[config.mk]
export PLATFORM = sky130hd
export DESIGN_NAME = alif_param_serializer
export DESIGN_NICKNAME = d
export VERILOG_FILES = /design/src/rtl/alif_param_pkg.sv /design/src/rtl/alif_bit_timer.sv /design/src/rtl/alif_param_serializer.sv
export SDC_FILE = /design/constraint.sdc
export NUM_CORES = 1
export LEC_CHECK = 0
export CORE_MARGIN = 10
export CORE_UTILIZATION = 35
export DETAILED_ROUTE_END_ITERATION = 16
export PLACE_DENSITY = 0.62
export SYNTH_ARGS = -nofsm -noshare
export SYNTH_HDL_FRONTEND = slang
export SYNTH_HIERARCHICAL = 1
export SYNTH_SLANG_ARGS = --single-unit
[constraint.sdc]
create_clock -name clk -period 1.8 [get_ports clk]
set_input_delay 0.27 -clock clk [delete_from_list [all_inputs] [get_ports clk]]
set_output_delay 0.27 -clock clk [all_outputs]
set_load 0.005 [all_outputs]
[src/rtl/alif_param_pkg.sv]
// Shared state type and sizing helpers for the ALIF serial parameter-load path.
// Frame length accounts for the optional per-word parity bit (ALIF_PARAM_PARITY_EN).
package alif_param_pkg;

  typedef enum logic [1:0] {
    IDLE     = 2'd0,
    SHIFT    = 2'd1,
    WAIT_RDY = 2'd2,
    DONE     = 2'd3
  } state_e;

  // Word geometry shared with the neuron's receiver.
  localparam int DEFAULT_PARAM_W    = 8;
  localparam int DEFAULT_NUM_PARAMS = 4;

`ifdef ALIF_PARAM_PARITY_EN
  localparam int PARITY_BITS = 1;
`else
  localparam int PARITY_BITS = 0;
`endif

  function automatic int frame_bits(input int param_w, input int num_params);
    return num_params * (param_w + PARITY_BITS);
  endfunction

  function automatic int cnt_width(input int max_val);
    return (max_val < 1) ? 1 : $clog2(max_val + 1);
  endfunction

endpackage

[src/rtl/alif_bit_timer.sv]
// BIT_CYCLES prescaler: strobes o_bit_adv on the last clock of each serial bit.
// Holds at zero while i_clear is high so every frame starts on a fresh bit period.
module alif_bit_timer
  import alif_param_pkg::*;
#(
  parameter int BIT_CYCLES = 1
) (
  input  logic clk,
  input  logic rst_n,
  input  logic i_clear,
  input  logic i_en,
  output logic o_bit_adv
);

  localparam int               CNT_W = cnt_width(BIT_CYCLES - 1);
  localparam logic [CNT_W-1:0] LAST  = CNT_W'(BIT_CYCLES - 1);

  logic [CNT_W-1:0] r_cnt;
  logic             w_last;

  assign w_last    = (r_cnt == LAST);
  assign o_bit_adv = i_en & w_last;

  always_ff @(posedge clk or negedge rst_n) begin
    if (!rst_n) begin
      r_cnt <= '0;
    end else if (i_clear) begin
      r_cnt <= '0;
    end else if (i_en) begin
      r_cnt <= w_last ? '0 : r_cnt + 1'b1;
    end
  end

endmodule

[src/rtl/alif_param_serializer.sv]
// Host-side serializer for the ALIF neuron parameter load: shifts a latched block out
// MSB-first on load_mode/serial_data, then waits for params_ready. Parity: ALIF_PARAM_PARITY_EN.
module alif_param_serializer
  import alif_param_pkg::*;
#(
  parameter int PARAM_W       = DEFAULT_PARAM_W,
  parameter int NUM_PARAMS    = DEFAULT_NUM_PARAMS,
  parameter int BIT_CYCLES    = 1,
  parameter int READY_TIMEOUT = 255
) (
  input  logic                          clk,
  input  logic                          rst_n,
  input  logic                          i_start,
  input  logic [NUM_PARAMS*PARAM_W-1:0] i_param_bus,
  input  logic                          i_params_ready,
  output logic                          o_load_mode,
  output logic                          o_serial_data,
  output logic                          o_busy,
  output logic                          o_done,
  output logic                          o_timeout_err
);

  localparam int WORD_SLOT = PARAM_W + PARITY_BITS;
  localparam int FRAME_N   = frame_bits(PARAM_W, NUM_PARAMS);
  localparam int BIT_CNT_W = cnt_width(FRAME_N - 1);
  localparam int TO_CNT_W  = cnt_width(READY_TIMEOUT);

  localparam logic [BIT_CNT_W-1:0] LAST_BIT = BIT_CNT_W'(FRAME_N - 1);
  localparam logic [TO_CNT_W-1:0]  TO_LAST  = TO_CNT_W'(READY_TIMEOUT - 1);

  state_e                r_state;
  state_e                w_next_state;
  logic [FRAME_N-1:0]    r_shift;
  logic [FRAME_N-1:0]    w_frame;
  logic [BIT_CNT_W-1:0]  r_bit_cnt;
  logic [TO_CNT_W-1:0]   r_to_cnt;
  logic                  r_seen_low;
  logic                  r_timeout_err;
  logic                  w_bit_adv;
  logic                  w_accept;
  logic                  w_last_bit;
  logic                  w_ack;
  logic                  w_timeout;

  // Word 0 sits at the MSB end so a plain left shift emits the frame in order.
  always_comb begin
    w_frame = '0;
    for (int k = 0; k < NUM_PARAMS; k++) begin
      w_frame[FRAME_N-1-k*WORD_SLOT -: PARAM_W] = i_param_bus[k*PARAM_W +: PARAM_W];
`ifdef ALIF_PARAM_PARITY_EN
      w_frame[FRAME_N-1-k*WORD_SLOT-PARAM_W] = ^i_param_bus[k*PARAM_W +: PARAM_W];
`endif
    end
  end

  alif_bit_timer #(
    .BIT_CYCLES(BIT_CYCLES)
  ) u_bit_timer (
    .clk      (clk),
    .rst_n    (rst_n),
    .i_clear  (r_state != SHIFT),
    .i_en     (r_state == SHIFT),
    .o_bit_adv(w_bit_adv)
  );

  // A ready level that never dropped during this frame is stale and not an acknowledge.
  assign w_accept      = (r_state == IDLE) & i_start;
  assign w_last_bit    = w_bit_adv & (r_bit_cnt == LAST_BIT);
  assign w_ack         = i_params_ready & r_seen_low;
  assign w_timeout     = ~w_ack & (r_to_cnt == TO_LAST);
  assign o_timeout_err = r_timeout_err;

  always_ff @(posedge clk or negedge rst_n) begin
    if (!rst_n) begin
      r_state <= IDLE;
    end else begin
      r_state <= w_next_state;
    end
  end

  always_comb begin
    w_next_state  = r_state;
    o_load_mode   = 1'b0;
    o_serial_data = 1'b0;
    o_busy        = 1'b0;
    o_done        = 1'b0;
    case (r_state)
      IDLE: begin
        if (i_start) w_next_state = SHIFT;
      end
      SHIFT: begin
        o_load_mode   = 1'b1;
        o_serial_data = r_shift[FRAME_N-1];
        o_busy        = 1'b1;
        if (w_last_bit) w_next_state = WAIT_RDY;
      end
      WAIT_RDY: begin
        o_busy = 1'b1;
        if (w_ack || w_timeout) w_next_state = DONE;
      end
      DONE: begin
        o_done       = 1'b1;
        w_next_state = IDLE;
      end
      default: w_next_state = IDLE;
    endcase
  end

  always_ff @(posedge clk or negedge rst_n) begin
    if (!rst_n) begin
      r_shift       <= '0;
      r_bit_cnt     <= '0;
      r_to_cnt      <= '0;
      r_seen_low    <= 1'b0;
      r_timeout_err <= 1'b0;
    end else if (w_accept) begin
      r_shift       <= w_frame;
      r_bit_cnt     <= '0;
      r_seen_low    <= 1'b0;
      r_timeout_err <= 1'b0;
    end else begin
      if ((r_state == SHIFT || r_state == WAIT_RDY) && !i_params_ready) begin
        r_seen_low <= 1'b1;
      end
      if (r_state == SHIFT) begin
        r_to_cnt <= '0;
        if (w_bit_adv && !w_last_bit) begin
          r_shift   <= {r_shift[FRAME_N-2:0], 1'b0};
          r_bit_cnt <= r_bit_cnt + 1'b1;
        end
      end
      if (r_state == WAIT_RDY && !w_ack) begin
        if (w_timeout) begin
          r_timeout_err <= 1'b1;
        end else begin
          r_to_cnt <= r_to_cnt + 1'b1;
        end
      end
    end
  end

endmodule

Word-level counts from Yosys, hierarchy flattened --
Index checks and enable logic that the tools add are counted.
Word-level totals: bits in registers 50, logic and storage cells 70, bits of input ports 36, output and inout port bits 5
Operators by class: add/subtract/negate cells 3, bitwise operators 7, eq/ne operators 9, muxes and demuxes 25, reduce and logical (&&, ||, !) cells 19
Operators with widths (count):
- $mux 32 | 3
- $mux 8 | 3
- $mux 5 | 3
- $mux 1 | 12
- $reduce_bool 2->1 | 6
- $add 8x1->8 const B | 1
- $eq 8x8->1 const B | 1
- $pmux 2 s4 | 1
- $mux 2 | 3
- $ne 2x2->1 const B | 3
- $add 5x1->5 const B | 1
- $and 1x1->1 | 5
- $eq 5x5->1 const B | 1
- $eq 2x2->1 const B | 2
- $reduce_and 2->1 | 2
- $logic_and 1x1->1 | 3
- $logic_not 1->1 | 3
- $reduce_and 3->1 | 1
- $eq 2x1->1 const B | 1
- $logic_not 2->1 | 1
- $logic_or 1x1->1 | 2
- $ne 2x1->1 const B | 1
- $not 1->1 | 2
- $reduce_or 2->1 | 1
- $add 1x1->1 const B | 1

Logic depth before layout (Yosys ltp) --
word-level depth 8, mapped depth 8, mapped depth without buffers 7

Cells and area by module --
The synthesis kept the hierarchy.
Modules (own cells, without submodules):
- alif_param_serializer | sequential area each 1226.2 um^2, area an instance 2418.6 um^2, instances 1, cells an instance 279
- alif_bit_timer | sequential area each 0.0 um^2, area an instance 7.5 um^2, instances 1, cells an instance 1

Least setup slack after synthesis --
OpenSTA, ideal clock, no wires.
kind flip-flop to flip-flop, from register r_bit_cnt[0], to register r_shift[24], data required time 1.718 ns, clock period less this slack 1.886 ns, path slack -0.086 ns, arrival time 1.804 ns, cell stages (with the launch flop) 9, path buffers 2, library setup time 0.082 ns, path through dfrtp_1 -> ha_1 -> and3_1 -> ha_1 -> and3b_1 -> clkbuf_1 -> buf_2 -> nand2_1 -> a31oi_1
On the way: word-level cells in the longest chain between the ends 6
RTL lines:
- start, declared | RTL line alif_param_serializer.sv:35 | logic [BIT_CNT_W-1:0] r_bit_cnt;
- start signal, assigned | RTL line alif_param_serializer.sv:129 | r_bit_cnt <= r_bit_cnt + 1'b1;
- $eq 5x5->1 | RTL line alif_param_serializer.sv:68 | assign w_last_bit = w_bit_adv & (r_bit_cnt == LAST_BIT);
- $and 1x1->1 | RTL line alif_param_serializer.sv:68
- $logic_not 1->1 | RTL line alif_param_serializer.sv:127 | if (w_bit_adv && !w_last_bit) begin
- $logic_and 1x1->1 | RTL line alif_param_serializer.sv:127
- $reduce_bool 2->1 (no source line)
- $reduce_and 2->1 (no source line)
- end signal, assigned | RTL line alif_param_serializer.sv:117 | r_shift <= w_frame;
- end signal, assigned | RTL line alif_param_serializer.sv:128 | r_shift <= {r_shift[FRAME_N-2:0], 1'b0};
- end, declared | RTL line alif_param_serializer.sv:33 | logic [FRAME_N-1:0] r_shift;
Every way passes these cells. A chain may end at the register's enable or synchronous reset.

Worst setup path in the final report --
from register r_bit_cnt[0], to register r_shift[3]
Same word-level chain as after synthesis.

==> results.sh <==
export IMPL_cts_sinks=49
export IMPL_cap_violations=0
export IMPL_grt_pass1_vias=2191
export IMPL_avgSynthCellArea_um2=8.682
export IMPL_path_cells="ha_2 -> and3_4 -> ha_4 -> and3b_2 -> buf_6 -> clkbuf_16 -> nand2_2 -> a31oi_1"
export IMPL_clk_path_buf_depth=2
export IMPL_dr_pass1_iters=4
export IMPL_ant_nets=0
export IMPL_drcViolationCount=0
export IMPL_crit_end="r_shift[3]$_DFFE_PN0P_"
export IMPL_max_freq_ghz=0.5532
export IMPL_setup_slack_ps=-7.717
export IMPL_htreeDepth=2
export IMPL_die_h_um=103.2
export IMPL_synth_area_mm2=0.002422
export IMPL_final_common_cell="nand2_1"
export IMPL_leakage_uw=0.001577
export IMPL_slew_headroom_pct=72.66
export IMPL_num_antenna_cells=0
export IMPL_cts_tree="yes"
export IMPL_critPathRequiredTime_ps=2030
export IMPL_ys_warn_count=6
export IMPL_pin_count=41
export IMPL_cts_buffers=5
export IMPL_final_layout_size_suffix_gt1_share_pct=21.57
export IMPL_hold_viol=0
export IMPL_fp_dieArea_mm2=0.01065
export IMPL_viasPerCell=5.165
export IMPL_rsz0062_at_grt="yes"
export IMPL_critPathLaunch="r_bit_cnt[0]$_DFFE_PN0P_"
export IMPL_dieWidth_um=103.2
export IMPL_drv_slew=0
export IMPL_finalSetupViolCount=1
export IMPL_area_growth_pct=41.32
export IMPL_r2r_end="r_shift[3]$_DFFE_PN0P_"
export IMPL_fin_cells=423
export IMPL_drt_iter0_drc=138
export IMPL_endpoint_kind="register"
export IMPL_hold_slack_ps=437.6
export IMPL_port_buffers=40
export IMPL_crit_fanout=5
export IMPL_hold_class="primary input to async pin"
export IMPL_ir_worst_vdd_v=0.0005059
export IMPL_violations="negative setup slack"
export IMPL_grt_antenna_before_repair=0
export IMPL_cpLargestDelayFamily="simple AND/OR/NAND/NOR gates"
export IMPL_grt_use_total_pct=11.89
export IMPL_initial_core_util_pct=35.85
export IMPL_finalCritPeriodShare_pct=100.4
export IMPL_cts_root_buf="clkbuf_8"
export IMPL_outcome="complete, but fails checks"
export IMPL_cp_start_kind="register"
export IMPL_cp_slowest_cell="dfrtp_1"
export IMPL_syn_num_nets=324
export IMPL_tightest_slew_ps=410.2
export IMPL_worstPathArrival_ps=2030
export IMPL_route_vias_total=2185
export IMPL_num_nets_final=387
export IMPL_fp_coreArea_mm2=0.006756
export IMPL_period_needed_ps=1808
export IMPL_path_buf_inv=2
export IMPL_dp_final_hpwl_um=4118
export IMPL_routedWlPerCell_um=14.09
export IMPL_placed_cells=408
export IMPL_cp_depth=8
export IMPL_final_cell_mix="66 x nand2_1, 49 x dfrtp_1, 41 x nor2_1"
export IMPL_crit_type="register to register"
export IMPL_pwr_density_cell_mw_per_mm2=1390
export IMPL_r2r_start="r_bit_cnt[0]$_DFFE_PN0P_"
export IMPL_insertion_delay_ps=300
export IMPL_synth_cells=279
export IMPL_fin_skew_ps=6.215
export IMPL_cts_clk_slew_worst_paths_ps=90
export IMPL_r2r_cells=8
export IMPL_routed_wl_um=5959
export IMPL_placementRows=30
export IMPL_reg2reg_slack_ps=-8
export IMPL_gp_congestion=0.7551
export IMPL_slowest_delay_ps=400
export IMPL_setup_tns_ps=-7.717
export IMPL_grt_max_degree=35
export IMPL_grt_pass1_wl_um=10260
export IMPL_grt_overflow=0
where the power goes:
group / switching, uW / internal (uW) / total [uW]
Sequential: 283 / 1550 / 1830
Clock: 369 / 452 / 821
Combinational: 1020 / 1090 / 2110
Total: 1670 / 3090 / 4760
worst min path at each step:
stage | slack (ps) | startpoint | to | cells after the start
2_1_floorplan | -30 | rst_n | o_timeout_err$_DFFE_PN0P_ | 0
3_3_place_gp | 230 | rst_n | r_shift[18]$_DFFE_PN0P_ | 1
3_5_place_dp | 220 | rst_n | r_shift[18]$_DFFE_PN0P_ | 1
4_1_cts | 460 | rst_n | r_shift[14]$_DFFE_PN0P_ | 2
5_1_grt | 490 | rst_n | r_shift[15]$_DFFE_PN0P_ | 2
6_report | 440 | rst_n | r_shift[15]$_DFFE_PN0P_ | 2
metal layers:
layer	vias up	share of wire, %	GRT usage (%)
li1	1072	-	-
met1	1051	48	16.45
met2	57	46	18.38
met3	5	4.8	2.193
met4	0	1.1	3.636
met5	-	0	0
cell type report:
cell class | instances | area [um^2]
inverters | 5 | 18.77
clock buffers | 6 | 82.58
repair buffers | 73 | 735.7
well taps | 80 | 100.1
fillers | 621 | 3333
clock inverters | 2 | 37.54
multi-input cells | 208 | 1222
flip-flops and latches | 49 | 1226
flip-flops by register name, summed over array words and instances (netlist names):
| register | flops |
|---|---|
| o_timeout_err | 1 |
| r_to_cnt | 8 |
| r_seen_low | 1 |
| r_shift | 32 |
| r_state | 2 |
| r_bit_cnt | 5 |
stage by stage:
step	setup slack, ps	cell area [um^2]	utilization, %	total power [uW]
floorplan	3.357	2424	-	2951
global placement	-0.9654	3069	45.43	3647
detailed placement	-78.54	3069	45.43	3693
CTS	-5.714	3332	49.31	4688
global route	-99.52	3423	50.67	5162
finish	-7.717	3423	50.67	4760
repair_timing:
item                                    in CTS  in global routing
gates cloned                                 2                  1
endpoints found under the setup margin      36                 43
pin swaps                                    2                 26
resized for setup                           15                 25
setup buffers                                2                  2
hold buffers                                 1                  0
hold endpoints to repair                    17                  0
(Power assumes the default switching activity.)
